$ cat config.mk
export PLATFORM = sky130hd
export DESIGN_NAME = switch_debounce_led_flat
export DESIGN_NICKNAME = d
export VERILOG_FILES = /design/src/rtl/switch_debounce_led_if.sv /design/src/rtl/switch_debounce_led.sv /design/src/flat_wrapper.sv
export SDC_FILE = /design/constraint.sdc
export NUM_CORES = 1
export LEC_CHECK = 0
export BUFFER_PORTS_ARGS = -buffer_cell sky130_fd_sc_hd__buf_2
export CAP_MARGIN = 40
export CORE_ASPECT_RATIO = 1.4
export CORE_MARGIN = 2
export CORE_UTILIZATION = 52
export DETAILED_ROUTE_END_ITERATION = 7
export PLACE_DENSITY = 0.8
export SYNTH_ARGS = -nofsm -noshare
export SYNTH_HDL_FRONTEND = slang
export SYNTH_SLANG_ARGS = --single-unit
$ cat constraint.sdc
create_clock -name i_clk -period 2.5 [get_ports i_clk]
set_clock_uncertainty 0.05 [all_clocks]
set_input_delay 0.5 -clock i_clk [delete_from_list [all_inputs] [get_ports i_clk]]
set_output_delay 0.5 -clock i_clk [all_outputs]
set_load 0.005 [all_outputs]
$ cat src/rtl/switch_debounce_led_if.sv
`default_nettype none
// ============================================================================
// Module      : switch_debounce_led_if
// Description : Signal bundle between the raw push-switch pins and the LED
//               drivers of switch_debounce_led.
//               master : drives the raw switches, observes the LEDs
//               slave  : the debouncer; samples switches, drives LEDs
//   i_switch_1/2 : raw switch levels, asynchronous, active-high when pressed
//   o_led_1/2    : release-toggle LEDs (registered)
//   o_led_3      : debounced switch 1 AND switch 2
//   o_led_4      : debounced switch 1 OR switch 2
// Revision    : 1.0 - initial release
// ============================================================================
interface switch_debounce_led_if;
  logic i_switch_1;
  logic i_switch_2;
  logic o_led_1;
  logic o_led_2;
  logic o_led_3;
  logic o_led_4;

  modport master (
    output i_switch_1,
    output i_switch_2,
    input  o_led_1,
    input  o_led_2,
    input  o_led_3,
    input  o_led_4
  );

  modport slave (
    input  i_switch_1,
    input  i_switch_2,
    output o_led_1,
    output o_led_2,
    output o_led_3,
    output o_led_4
  );
endinterface
`default_nettype wire

$ cat src/rtl/switch_debounce_led.sv
`default_nettype none
// ============================================================================
// Module      : switch_debounce_led
// Description : Two-channel switch front end. Each raw switch is passed
//               through a 2-flop synchroniser and a stability counter; a
//               level change is accepted only after DEBOUNCE_CYCLES
//               consecutive clocks of disagreement with the current stable
//               level. Debounced releases toggle o_led_1/o_led_2; the stable
//               levels are combined into AND (o_led_3) and OR (o_led_4).
//   i_clk   : system clock
//   i_rst_n : asynchronous active-low reset; release must be synchronous
//             to i_clk (supplied by the board reset synchroniser)
//   bus     : slave side of switch_debounce_led_if (switches in, LEDs out)
// Revision    : 1.0 - initial release
// ============================================================================
module switch_debounce_led #(
  parameter int DEBOUNCE_CYCLES = 250000,
  parameter int CNT_W           = $clog2(DEBOUNCE_CYCLES)
) (
  input  logic                  i_clk,
  input  logic                  i_rst_n,
  switch_debounce_led_if.slave  bus
);

  // Counter value on which the pending level change is committed.
  localparam logic [CNT_W-1:0] c_TERM_CNT = CNT_W'(DEBOUNCE_CYCLES - 1);

  logic [1:0] w_raw;
  logic [1:0] w_stable;
  logic [1:0] w_led;

  assign w_raw = {bus.i_switch_2, bus.i_switch_1};

  for (genvar c = 0; c < 2; c++) begin : g_chan
    logic             sync1_q;
    logic             sync2_q;
    logic [CNT_W-1:0] cnt_q;
    logic [CNT_W-1:0] cnt_d;
    logic             stable_q;
    logic             stable_d;
    logic             stable_prev_q;
    logic             led_q;
    logic             w_release;

    // Any disagreement run that is broken before terminal count restarts
    // from zero, so only DEBOUNCE_CYCLES uninterrupted clocks can commit.
    always_comb begin
      cnt_d    = cnt_q;
      stable_d = stable_q;
      if (sync2_q == stable_q) begin
        cnt_d = '0;
      end else if (cnt_q == c_TERM_CNT) begin
        stable_d = sync2_q;
        cnt_d    = '0;
      end else begin
        cnt_d = cnt_q + 1'b1;
      end
    end

    // One-cycle pulse on the falling edge of the stable level only.
    assign w_release = stable_prev_q & ~stable_q;

    always_ff @(posedge i_clk or negedge i_rst_n) begin
      if (!i_rst_n) begin
        sync1_q       <= 1'b0;
        sync2_q       <= 1'b0;
        cnt_q         <= '0;
        stable_q      <= 1'b0;
        stable_prev_q <= 1'b0;
        led_q         <= 1'b0;
      end else begin
        sync1_q       <= w_raw[c];
        sync2_q       <= sync1_q;
        cnt_q         <= cnt_d;
        stable_q      <= stable_d;
        stable_prev_q <= stable_q;
        if (w_release) begin
          led_q <= ~led_q;
        end
      end
    end

    assign w_stable[c] = stable_q;
    assign w_led[c]    = led_q;
  end

  assign bus.o_led_1 = w_led[0];
  assign bus.o_led_2 = w_led[1];
  // Level LEDs come only from the debounced registers, never the raw pins.
  assign bus.o_led_3 = w_stable[0] & w_stable[1];
  assign bus.o_led_4 = w_stable[0] | w_stable[1];

endmodule
`default_nettype wire

$ cat src/flat_wrapper.sv
// flat-port wrapper written by rule: the top's interface ports become plain ports
module switch_debounce_led_flat 
#(
  parameter int DEBOUNCE_CYCLES = 250000,
  parameter int CNT_W           = $clog2(DEBOUNCE_CYCLES)
)
  (i_clk, i_rst_n, bus_i_switch_1, bus_i_switch_2, bus_o_led_1, bus_o_led_2, bus_o_led_3, bus_o_led_4);
  switch_debounce_led_if bus_i ();
  input  logic i_clk;
  input  logic i_rst_n;
  input wire logic [$bits(bus_i.i_switch_1)-1:0] bus_i_switch_1;
  input wire logic [$bits(bus_i.i_switch_2)-1:0] bus_i_switch_2;
  output wire logic [$bits(bus_i.o_led_1)-1:0] bus_o_led_1;
  output wire logic [$bits(bus_i.o_led_2)-1:0] bus_o_led_2;
  output wire logic [$bits(bus_i.o_led_3)-1:0] bus_o_led_3;
  output wire logic [$bits(bus_i.o_led_4)-1:0] bus_o_led_4;
  assign bus_i.i_switch_1 = bus_i_switch_1;
  assign bus_i.i_switch_2 = bus_i_switch_2;
  assign bus_o_led_1 = bus_i.o_led_1;
  assign bus_o_led_2 = bus_i.o_led_2;
  assign bus_o_led_3 = bus_i.o_led_3;
  assign bus_o_led_4 = bus_i.o_led_4;
  switch_debounce_led #(.DEBOUNCE_CYCLES(DEBOUNCE_CYCLES), .CNT_W(CNT_W)) u_core (.i_clk(i_clk), .i_rst_n(i_rst_n), .bus(bus_i));
endmodule
==> impl_metrics.yaml <==
power:
  total_power_mw: 1.28
  power_density_nw_per_um2: 540
  peakVddDrop_mv: 0.428
  leakage_nw: 0.963
floorplanning:
  dieArea_um2: 4710
  fp.dieW_um: 58.6
  die_h_um: 80.4
  core_um2: 3990
  ios: 8
  num_rows: 27
  start_util_pct: 54.4
logic_synthesis:
  synth_common_cells: "dfrtp_1 (46), nor2_1 (35), xnor2_1 (21)"
  syn_nets: 218
  synth.area.top_cells: "dfrtp_1 (53%), xnor2_1 (8.5%), nor2_1 (6.1%), xor2_1 (3.6%), nand3_1 (3.0%)"
  yosys_register_bits: 46
  async_reset_ff_share_pct: 100
  synth.most_common_cell: "dfrtp_1"
  synthFlopType: "dfrtp_1"
  synth_cell_types: 32
  synth_edf_count: 0
  ys_warn_count: 0
  syn-instance-count: 212
  synth_top_area_share_pct: 53.1
  synth_largest_area_cell: "dfrtp_1"
  syn-cell-area_um2: 2170
  synth-seq-area-share_pct: 53.1
  syn_avg_cell_area_um2: 10.2
sta:
  slew_headroom_pct: 67.3
  fmax_ghz: 0.457
  finalSetupViolCount: 0
  finalHoldViolCount: 0
  post-route-period-util_pct: 87.6
  maxSlewViolCount: 0
  worst_pin_slew_ns: 0.490
  rsz0062_at_grt: "false"
  tns_ns: 0
  layout_min_cycle_time_ns: 2.19
clock_network:
  cts_buffer_depth: 2
  cts-root-buf: "clkbuf_8"
  clk_pin_slew_ns: 0.10
  clk_latency_ns: 0.31
  cts_hold_buf: 0
  cts_buffers: 5
  post_cts_buffers: 0
  cts.sinks: 46
  cts_max_level: 2
  cts_tree: "done"
  cts_resized: 0
place:
  dp.cells: 262
  dpl.hpwl_um: 2800
  io_buffers: 7
  place.gp.congestion: 0.807
hold_path:
  min_path_type: "primary input to asynchronous set/reset pin"
grt:
  grt_pass1_vias: 1579
  grt_max_degree: 23
  grt_usage_pct: 19.2
  grt_antenna_before_repair: 0
  grt_overflow: 0
  grt_pass1_wl_um: 6770
routing:
  first_pass_iters: 4
  vias: 1538
  post-route-drc-count: 0
  drt_iter0_drc: 79
  finalWirelength_um: 3900
  wire_per_inst_um: 14.4
  antenna_left: 0
  via_per_inst: 5.70
worst_setup_path:
  critPathRequiredTime_ns: 2.65
  crit_type: "register to register"
  worst-path-max-fanout: 5
  cp-start-kind: "register"
  endpoint_kind: "register"
  arrival_ns: 2.34
finish:
  fill_cells: 331
  final_cells: 270
  drive_gt1_share_pct: 11.9
  layout.nets: 232
  area_delta_synth_final_pct: 8.77
  n_antenna_cell: 0
run:
  cap_viol_max_count: 0
outcome:
  status: "finished clean"
## sequential cells by signal, indices dropped and copies added (netlist names)
name and flops:
u_core.bus.o_led_1 1, u_core.bus.o_led_2 1, u_core.g_chan.cnt_q 36, u_core.g_chan.stable_prev_q 2, u_core.g_chan.stable_q 2, u_core.g_chan.sync1_q 2
u_core.g_chan.sync2_q 2
## final timing paths
check | startpoint | to | slack, ns | cells after the start
worst max-delay path | u_core.g_chan[1].cnt_q[13]$_DFF_PN0_ | u_core.g_chan[1].stable_q$_DFFE_PN0P_ | 0.31 | 4
worst min-delay path | i_rst_n | u_core.g_chan[0].cnt_q[8]$_DFF_PN0_ | 0.09 | 1
worst max register to register | u_core.g_chan[1].cnt_q[13]$_DFF_PN0_ | u_core.g_chan[1].stable_q$_DFFE_PN0P_ | 0.31 | 4
worst min register to register | u_core.g_chan[1].sync1_q$_DFF_PN0_ | u_core.g_chan[1].sync2_q$_DFF_PN0_ | 0.31 | 0
max in group asynchronous | i_rst_n | u_core.g_chan[0].cnt_q[15]$_DFF_PN0_ | 1.72 | 2
min in group i_clk | bus_i_switch_2 | u_core.g_chan[1].sync1_q$_DFF_PN0_ | 0.24 | 1
## final cells by class
type                            instances  area, µm²  share of cell area [%]
Clock buffer                            5       68.8                    2.92
Tap cell                               43       53.8                    2.28
Timing Repair Buffer                   12       72.6                    3.08
Inverter                                7       26.3                    1.11
Multi-Input combinational cell        154        963                    40.8
Clock inverter                          3       23.8                    1.01
Sequential cell                        46       1150                    48.8
## power by group
group	switching [mW]	total [mW]	leakage, nW	internal [mW]
combinational	0.0315	0.0453	0.294	0.0139
clock	0.266	0.466	0.0408	0.200
sequential	0.00936	0.764	0.629	0.754
total	0.307	1.28	0.963	0.968
## metal layers
metal	GRT usage [%]	share of wire (%)	wire length (µm)
met5	0	0	0
met4	9.32	2.6	102
met3	4.35	2.6	103
met2	34.4	54	2090
met1	21.0	41	1600
## placed cells by master (no fill, tap or decap), drive strengths merged, types with 7 or more instances in the layout
cell	instances
dfrtp	46
nor2	35
xnor2	21
nand3	13
buf	12
nand2	11
nand4	9
xor2	9
inv	8
or4	7
## per-stage QoR
step | hold slack, ns | setup WS (ns) | instance area, µm² | util (%)
5_1_grt | 0.125 | 0.189 | 2360 | 59.2
2_1_floorplan | 0.154 | 0.447 | 2170 | -
3_5_place_dp | 0.286 | 0.305 | 2270 | 56.9
3_3_place_gp | 0.282 | 0.339 | 2270 | 56.9
4_1_cts | 0.105 | 0.293 | 2360 | 59.2
6_report | 0.0921 | 0.311 | 2360 | 59.2
## logic make-up (layout without fill, tap and decap cells)
family / Yosys count / count (layout) / share of synthesized area, %
AOI/OAI and AO/OA: 14 / 14 / 4.56
muxes: 2 / 2 / 1.04
DFF: 46 / 46 / 53.1
adders and majority gates: 2 / 2 / 1.15
and+or+nand+nor: 106 / 106 / 25.5
xor gates and xnor gates: 30 / 30 / 12.1
buffers and inverters: 12 / 27 / 2.54
## worst max-delay path: stages (launching register included)
cell	delay, ns
dfrtp_1	0.43
or4b_1	0.53
or4_4	0.54
nor2_1	0.18
mux2_2	0.36
(Power assumes the default switching activity.)
